File: src/rtl/reg_bank_pkg.sv
// rtl/reg_bank_pkg.sv - shared widths, types and reset constants for the MIPS register bank
package reg_bank_pkg;

    localparam int DATA_W   = 32;
    localparam int ADDR_W   = 5;
    localparam int NUM_REGS = 1 << ADDR_W;

    typedef logic [ADDR_W-1:0] reg_idx_t;
    typedef logic [DATA_W-1:0] word_t;

    localparam reg_idx_t REG_ZERO        = 5'd0;
    localparam reg_idx_t REG_SP          = 5'd29;
    localparam word_t    SP_INIT_DEFAULT = 32'd227;

    // $sp comes out of reset pointing at the top of the stack; everything else is cleared.
    function automatic word_t reset_value(reg_idx_t idx, word_t sp_init);
        return (idx == REG_SP) ? sp_init : '0;
    endfunction

endpackage

File: src/rtl/reg_bank_if.sv
// rtl/reg_bank_if.sv - write-back and dual read bus between the datapath and the register bank
interface reg_bank_if;
    import reg_bank_pkg::*;

    logic     reg_write;
    reg_idx_t write_reg;
    word_t    write_data;
    reg_idx_t read_reg_1;
    reg_idx_t read_reg_2;
    word_t    read_data_1;
    word_t    read_data_2;

    modport master (
        output reg_write, write_reg, write_data, read_reg_1, read_reg_2,
        input  read_data_1, read_data_2
    );

    modport slave (
        input  reg_write, write_reg, write_data, read_reg_1, read_reg_2,
        output read_data_1, read_data_2
    );

endinterface

File: src/rtl/reg_read_port.sv
// rtl/reg_read_port.sv - one combinational read port; $zero forcing and, with REG_BANK_WRITE_BYPASS_EN, write-through forwarding
module reg_read_port
    import reg_bank_pkg::*;
(
    output word_t    data_o,
    input  reg_idx_t idx_i,
    input  word_t    regs_i [NUM_REGS]
`ifdef REG_BANK_WRITE_BYPASS_EN
    ,
    input  logic     byp_en_i,
    input  reg_idx_t byp_idx_i,
    input  word_t    byp_data_i
`endif
);

    always_comb begin
        data_o = regs_i[idx_i];
`ifdef REG_BANK_WRITE_BYPASS_EN
        if (byp_en_i && (byp_idx_i == idx_i)) begin
            data_o = byp_data_i;
        end
`endif
        // Zero check last so no forwarding path can ever make $zero non-zero.
        if (idx_i == REG_ZERO) begin
            data_o = '0;
        end
    end

endmodule

File: src/rtl/reg_bank.sv
// rtl/reg_bank.sv - 32x32 register file, sync write / comb read; optional REG_BANK_WRITE_BYPASS_EN forwarding
module reg_bank
    import reg_bank_pkg::*;
#(
    parameter word_t SP_INIT = SP_INIT_DEFAULT
) (
    input  logic       clk,
    input  logic       reset_n,
    reg_bank_if.slave  bus
);

    word_t regs_q [NUM_REGS];
    word_t regs_d [NUM_REGS];
    logic  wr_en;

    assign wr_en = bus.reg_write && (bus.write_reg != REG_ZERO);

    always_comb begin
        regs_d = regs_q;
        if (wr_en) begin
            regs_d[bus.write_reg] = bus.write_data;
        end
    end

    always_ff @(posedge clk or negedge reset_n) begin
        if (!reset_n) begin
            for (int i = 0; i < NUM_REGS; i++) begin
                regs_q[i] <= reset_value(reg_idx_t'(i), SP_INIT);
            end
        end else begin
            regs_q <= regs_d;
        end
    end

`ifdef REG_BANK_WRITE_BYPASS_EN
    // A write held off by reset must not leak onto the read ports either.
    logic byp_en;
    assign byp_en = wr_en && reset_n;
`endif

    reg_read_port u_rd1 (
        .data_o     (bus.read_data_1),
        .idx_i      (bus.read_reg_1),
        .regs_i     (regs_q)
`ifdef REG_BANK_WRITE_BYPASS_EN
        ,
        .byp_en_i   (byp_en),
        .byp_idx_i  (bus.write_reg),
        .byp_data_i (bus.write_data)
`endif
    );

    reg_read_port u_rd2 (
        .data_o     (bus.read_data_2),
        .idx_i      (bus.read_reg_2),
        .regs_i     (regs_q)
`ifdef REG_BANK_WRITE_BYPASS_EN
        ,
        .byp_en_i   (byp_en),
        .byp_idx_i  (bus.write_reg),
        .byp_data_i (bus.write_data)
`endif
    );

endmodule

File: src/flat_wrapper.sv
// flat-port wrapper written by rule: the top's interface ports become plain ports
module reg_bank_flat import reg_bank_pkg::*;
#(
    parameter word_t SP_INIT = SP_INIT_DEFAULT
)
  (clk, reset_n, bus_reg_write, bus_write_reg, bus_write_data, bus_read_reg_1, bus_read_reg_2, bus_read_data_1, bus_read_data_2);
  reg_bank_if bus_i ();
  input  logic clk;
  input  logic reset_n;
  input wire logic [$bits(bus_i.reg_write)-1:0] bus_reg_write;
  input wire logic [$bits(bus_i.write_reg)-1:0] bus_write_reg;
  input wire logic [$bits(bus_i.write_data)-1:0] bus_write_data;
  input wire logic [$bits(bus_i.read_reg_1)-1:0] bus_read_reg_1;
  input wire logic [$bits(bus_i.read_reg_2)-1:0] bus_read_reg_2;
  output wire logic [$bits(bus_i.read_data_1)-1:0] bus_read_data_1;
  output wire logic [$bits(bus_i.read_data_2)-1:0] bus_read_data_2;
  assign bus_i.reg_write = bus_reg_write;
  assign bus_i.write_reg = bus_write_reg;
  assign bus_i.write_data = bus_write_data;
  assign bus_i.read_reg_1 = bus_read_reg_1;
  assign bus_i.read_reg_2 = bus_read_reg_2;
  assign bus_read_data_1 = bus_i.read_data_1;
  assign bus_read_data_2 = bus_i.read_data_2;
  reg_bank #(.SP_INIT(SP_INIT)) u_core (.clk(clk), .reset_n(reset_n), .bus(bus_i));
endmodule
File: config.mk
export PLATFORM = sky130hd
export DESIGN_NAME = reg_bank_flat
export DESIGN_NICKNAME = d
export VERILOG_FILES = /design/src/rtl/reg_bank_pkg.sv /design/src/rtl/reg_bank_if.sv /design/src/rtl/reg_read_port.sv /design/src/rtl/reg_bank.sv /design/src/flat_wrapper.sv
export SDC_FILE = /design/constraint.sdc
export NUM_CORES = 2
export LEC_CHECK = 0
export ABC_CLOCK_PERIOD_IN_PS = 6100
export CAP_MARGIN = 5
export CORE_ASPECT_RATIO = 0.9
export CORE_MARGIN = 4
export CORE_UTILIZATION = 40
export DETAILED_ROUTE_END_ITERATION = 10
export MAX_ROUTING_LAYER = met4
export PLACE_DENSITY = 0.63
export SYNTH_ARGS = -nofsm -noshare
export SYNTH_HDL_FRONTEND = slang
export SYNTH_SLANG_ARGS = --single-unit
File: constraint.sdc
create_clock -name clk -period 6.1 [get_ports clk]
set_input_delay 1.525 -clock clk [delete_from_list [all_inputs] [get_ports clk]]
set_output_delay 1.525 -clock clk [all_outputs]
set_load 0.02 [all_outputs]
Word level (Yosys, flattened, before mapping)
Cells that the tools add are included.

RAM bits: 0. Register bits after elaboration: 1024. Memories kept: 0. Memory bits (read-only): 0. Latch bits: 0. Input port bits: 50.

Reduce and logical (&&, ||, !) cells: 5. Div/mod/pow operators: 0. $mul: 0. Bitwise logic cells: 3. Add/sub/neg operators: 0. Equality and inequality tests: 0. Order comparisons: 4. Shift-type cells: 0. Multiplexer cells: 11.

Operator list (count): 1024-bit bitwise mux (1); 32-bit binary-select mux with 5-bit select (2); 32-bit 2-to-1 mux (7); 32-bit demux with 5-bit select (1); 6-bit greater-or-equal comparator, second input constant (3); 5-bit inverter with 6-bit output (3); 5-bit logical NOT (2); 6-bit by 1-bit less-than comparator with 1-bit output, second input constant (1); 5-bit nonzero test (1); 1-bit logical AND (2).

Longest topological paths before layout
Depth after elaboration: 6. Mapped depth: 7.

Hierarchy
A second synthesis with hierarchy kept.

Cells, all modules: 3615. Area total of the unflattened synthesis: 54815.1 um^2.

Modules (own cells, without submodules): reg_bank (cells an instance 2287, seq. area each 25630.8 um^2, area an instance 38079.0 um^2, instances 1); reg_read_port (cells an instance 664, seq. area each 0.0 um^2, area an instance 8368.0 um^2, instances 2).

Worst setup path after synthesis
Ideal clock, no wire load.

Path kind: input -> output. Start: input bus_read_reg_1[0]. End: output bus_read_data_1[12]. Path slack: 1460 ps. Arrival: 3115 ps. Cell stages on the path: 7. Path through: buf_4 > buf_8 > and2b_4 > buf_6 > a221oi_1 > o21ai_0 > a311oi_1.

Cells in the longest elaborated chain, start to end: 5. Elaborated cells on any way between the ends: 6. Classes of those cells: mux (4); bitwise (1); reduce/logical (1).

Ends and longest elaborated chain: start: declaration (RTL line flat_wrapper.sv:13) `input wire logic [$bits(bus_i.read_reg_1)-1:0] bus_read_reg_1;`; 5-bit inverter with 6-bit output (implied by the code) (RTL line reg_read_port.sv:17) `data_o = regs_i[idx_i];`; 32-bit binary-select mux with 5-bit select (RTL line reg_read_port.sv:17); 32-bit 2-to-1 mux (implied by the code) (2 in series) (RTL line reg_read_port.sv:17); 32-bit 2-to-1 mux * (RTL line reg_read_port.sv:24) `if (idx_i == REG_ZERO) begin`; end: declaration (RTL line flat_wrapper.sv:15) `output wire logic [$bits(bus_i.read_data_1)-1:0] bus_read_data_1;`.

Every way passes the cells marked *; elsewhere a longest branch is shown, timed or not. The select of a mux whose other input is x is not followed.

Worst setup path after layout
Start: input bus_read_reg_2[1]. End: output bus_read_data_2[20].

Cells in the longest elaborated chain, start to end: 5. Elaborated cells on any way between the ends: 6. Classes of those cells: mux (4); bitwise (1); reduce/logical (1).

Ends and longest elaborated chain: start: declaration (RTL line flat_wrapper.sv:14) `input wire logic [$bits(bus_i.read_reg_2)-1:0] bus_read_reg_2;`; 5-bit inverter with 6-bit output (implied by the code) (RTL line reg_read_port.sv:17); 32-bit binary-select mux with 5-bit select (RTL line reg_read_port.sv:17); 32-bit 2-to-1 mux (implied by the code) (2 in series) (RTL line reg_read_port.sv:17); 32-bit 2-to-1 mux * (RTL line reg_read_port.sv:24); end: declaration (RTL line flat_wrapper.sv:16) `output wire logic [$bits(bus_i.read_data_2)-1:0] bus_read_data_2;`.

Marked as above.

==> results by group <==
Synthesis
  • Leading area contributor after synthesis: dfrtp_1
  • Ys Warns: 0
  • Post-synthesis adder-cell area fraction: 0%
  • XOR/XNOR Fraction of Synth Area: 0%
  • Netlist Area Pre-Place: 55000 um2
  • Multiplexer share of the synthesized area: a little over two fifths
  • Area contributors post-synth: dfrtp_1 46%, mux2_2 21%, mux4_2 18%
  • Ys flop type: dfrtp_1
  • Largest family of logic cells by synthesized area: multiplexers
  • Proportion of synthesized chip area in sequential cells: between 40 and 50%
  • Post-synth top area share: between 40% and 50%
  • Synth Area in Simple Gates: about 1.7%
  • Complex-gate fraction of the synthesized area: 4.80%
  • Synth unique cells: 39
  • Post-Syn Nets: around 3700
  • Synth Instances: about 3600
  • Seq cells post-synth: between 1000 and 1500
  • Post-synth EDFFs: 0
  • Async set or reset register ratio after synthesis: between 90% and 100%
  • Avg Synthesized Cell Area: ~15 um2

Detailed routing
  • Iteration-0 DRC Markers: approximately 3600
  • TritonRoute pass-1 iters: 7
  • Antenna-violating nets left: 0
  • Total number of vias: 35100
  • Vias per inst: approximately 6.3
  • DRC Markers: 0
  • WL/cell: roughly 32 um
  • DRT Wirelength: ~180 mm

Critical path
  • FF-to-FF End: u_core.regs_q[467]
  • Critical Path AT: ~4.4 ns
  • Crit-path cells: buf_8, buf_12, mux4_2, nor2b_1, a211oi_1, a311oi_1, clkdlybuf4s50_1
  • CP Capture Point: bus_read_data_2[20]
  • Slowest CP cell: clkdlybuf4s50_1
  • Critical path data required time: between 4 and 5 ns
  • Max Fanout on Critical Path: 38
  • Worst reg-to-reg path cell count: 1
  • Crit start category: input pin
  • Max incr delay on CP: roughly 0.77 ns
  • Reg2reg start: u_core.regs_q[467]
  • Crit Path Class: input pin to primary output
  • Endpoint type of the worst setup path: primary output
  • R2R Setup Slk: about 5.3 ns
  • Worst Setup SP: bus_read_reg_2[1]

Placement
  • DP Wirelength: ~110 mm
  • GPL Wtd Cong: 0.824
  • Area post-placement: between 50000 and 60000 um2
  • IO Port Bufs: around 110

Min path
  • Worst hold start: u_core.regs_q[1014]
  • Hold Path Class: flop to flop

Timing
  • Clock skew: 0 ns
  • Final setup vio count: 0
  • Rel. slew slack: a little under a fifth
  • Setup TNS: 0 ns
  • Post-layout min period: slightly below 6 ns
  • Slew Limit Fails: 0
  • RSZ-0062 raised after global routing: false
  • Fin. Hold Viols: 0
  • Tcrit/Tclk final: 97.7%
  • Worst slew pin tran: 1.22 ns
  • Fmax: between 150 and 200 MHz

Global routing
  • Vias in the first global route: between 30000 and 40000
  • Total track usage: ~26%
  • Global-route wire length before repair: roughly 260 mm
  • Antenna violations before repair: 5
  • Largest net degree at the start of global routing: between 100 and 150
  • Grt total ovfl: 0

Finish
  • Layout cells sized above 1: between 50% and 60%
  • # fillers: 11800
  • Multi-input logic area: between 20000 and 30000 um2
  • Fin area: between 60000 and 70000 um2
  • Max FFs per register: between 1000 and 1500
  • Reg with most FFs: u_core.regs_q
  • Area Growth Syn to Fin: 12.7%
  • Register Area: 25600 um2
  • Final net count: roughly 3700
  • Regs by FF count: u_core.regs_q: 1024 flops

Job
  • Total of max-cap violations: 0

Power
  • P_sw: 0.00547 W
  • Maximum vdd drop: between 0.0002 and 0.00025 V
  • Internal power: approximately 0.015 W
  • Sw Ratio: between 20% and 30%
  • Pwr dens: about 330 nW/um2
  • Clock share of power: about a third
  • Seq pwr share: ~45%
  • Comb pwr share: 20.2%
  • Leakage power: 26.3 nW

Clocking
  • Post-CTS Hold Fix Bufs: 0
  • CTS tree: done
  • CTS H-tree depth: 3
  • Num CTS Buffers: between 100 and 150
  • Post-CTS sizing: 0
  • Root Buffer: clkbuf_16
  • Clock sinks: slightly above 1000
  • Clk slew on worst S/H paths: roughly 0.050 ns
  • Clk buf depth: 3
  • Post-CTS setup buffer count: 0
  • Clk_lat worst skew: around 0.7 ns

Floorplanning
  • DIE HEIGHT: about 360 um
  • Starting Density: about two fifths
  • Die W: around 400 um
  • Die ar.: approximately 140000 um2
  • Row count: between 100 and 150
  • I/O Pins: roughly 110
  • Core Region: between 100000 and 150000 um2

Outcome
  • Status: finished, final reports clean
-- placed cells by master (no fill, tap or decap), types with 79 or more instances in the layout --
master | synthesis | layout
dfrtp_1 | 1019 | 1019
clkbuf_16 | 0 | 112
buf_4 | 64 | 176
mux2i_1 | 128 | 128
clkdlybuf4s50_1 | 0 | 79
mux2_2 | 1016 | 1016
mux4_2 | 448 | 448
o21ai_1 | 93 | 93
-- worst max-delay path: cells and delay by family --
family,cells,cell delay (ns)
mux,1,0.28
simple gates,1,0.17
compound gates,2,0.87
buf+inv,3,1.55
-- power groups by stage --
stage | clock network, W | logic [W] | registers, W
after global placement | 0 | 0.00403 | 0.00905
after global routing | 0.00754 | 0.00440 | 0.00919
after floorplan | 0 | 0.00310 | 0.00878
final | 0.00718 | 0.00411 | 0.00905
after CTS | 0.00728 | 0.00412 | 0.00900
after detailed placement | 0 | 0.00410 | 0.00911
-- cell type report --
class / count / share of cell area [%]
clock inverters: 41 / 0.963
well taps: 1820 / 3.68
multi-input cells: 2164 / 43.6
clock buffers: 160 / 5.32
diodes: 6 / 0.0242
inverters: 2 / 0.0202
flip-flops and latches: 1024 / 41.4
repair buffers: 311 / 5.05
-- metrics by stage --
step	utilization, %	worst slack, ns	hold slack, ns	power (W)	std cells
6_report	45.6	0.143	0.392	0.0203	5528
5_1_grt	45.6	0.0793	0.406	0.0211	5527
4_1_cts	45.5	0.214	0.396	0.0204	5522
3_5_place_dp	42.7	0.230	0.382	0.0132	5321
3_3_place_gp	42.7	0.184	0.376	0.0131	5321
2_1_floorplan	-	1.46	0.441	0.0119	3613
-- per-layer routing --
metal | global-route usage [%] | wire length, um
met5 | - | 0
met4 | 8.42 | 6140
met3 | 5.27 | 14300
met2 | 37.4 | 81200
met1 | 35.8 | 77900
-- cell usage after synthesis, types with 2 or more instances --
cell type and number:
a211oi_1 64, a221oi_1 45, a22oi_1 64, a311oi_1 64, and2_1 2, buf_12 2, buf_2 113, buf_4 64
buf_6 69, clkbuf_1 174, dfrtp_1 1019, dfstp_2 5, inv_2 2, mux2_1 40, mux2_2 1016, mux2i_1 128
mux4_2 448, nand2_1 52, nand2b_1 2, nand3_1 2, nand3b_1 4, nor2_1 12, nor2_2 11, nor2b_1 66
nor3b_1 4, o2111ai_1 18, o21ai_0 17, o21ai_1 93, or2_1 2, or4_4 2
-- how the worst min path moves through the flow --
stage | endpoint | slack [ns] | cells after the start
3_3_place_gp | u_core.regs_q[1014] | 0.38 | 0
3_5_place_dp | u_core.regs_q[995] | 0.38 | 0
6_report | u_core.regs_q[1014] | 0.39 | 0
4_1_cts | u_core.regs_q[1014] | 0.40 | 0
2_1_floorplan | u_core.regs_q[1000] | 0.44 | 1
5_1_grt | u_core.regs_q[1016] | 0.41 | 0
-- kinds of logic (layout without fill, tap and decap cells) --
group	Yosys count	in the layout
other	0	6
and+or+nand+nor	166	166
DFF	1024	1024
AOI/OAI and AO/OA	366	366
buffers and inverters	425	514
muxes	1632	1632
No activity file was read; power rests on OpenSTA's default activity.
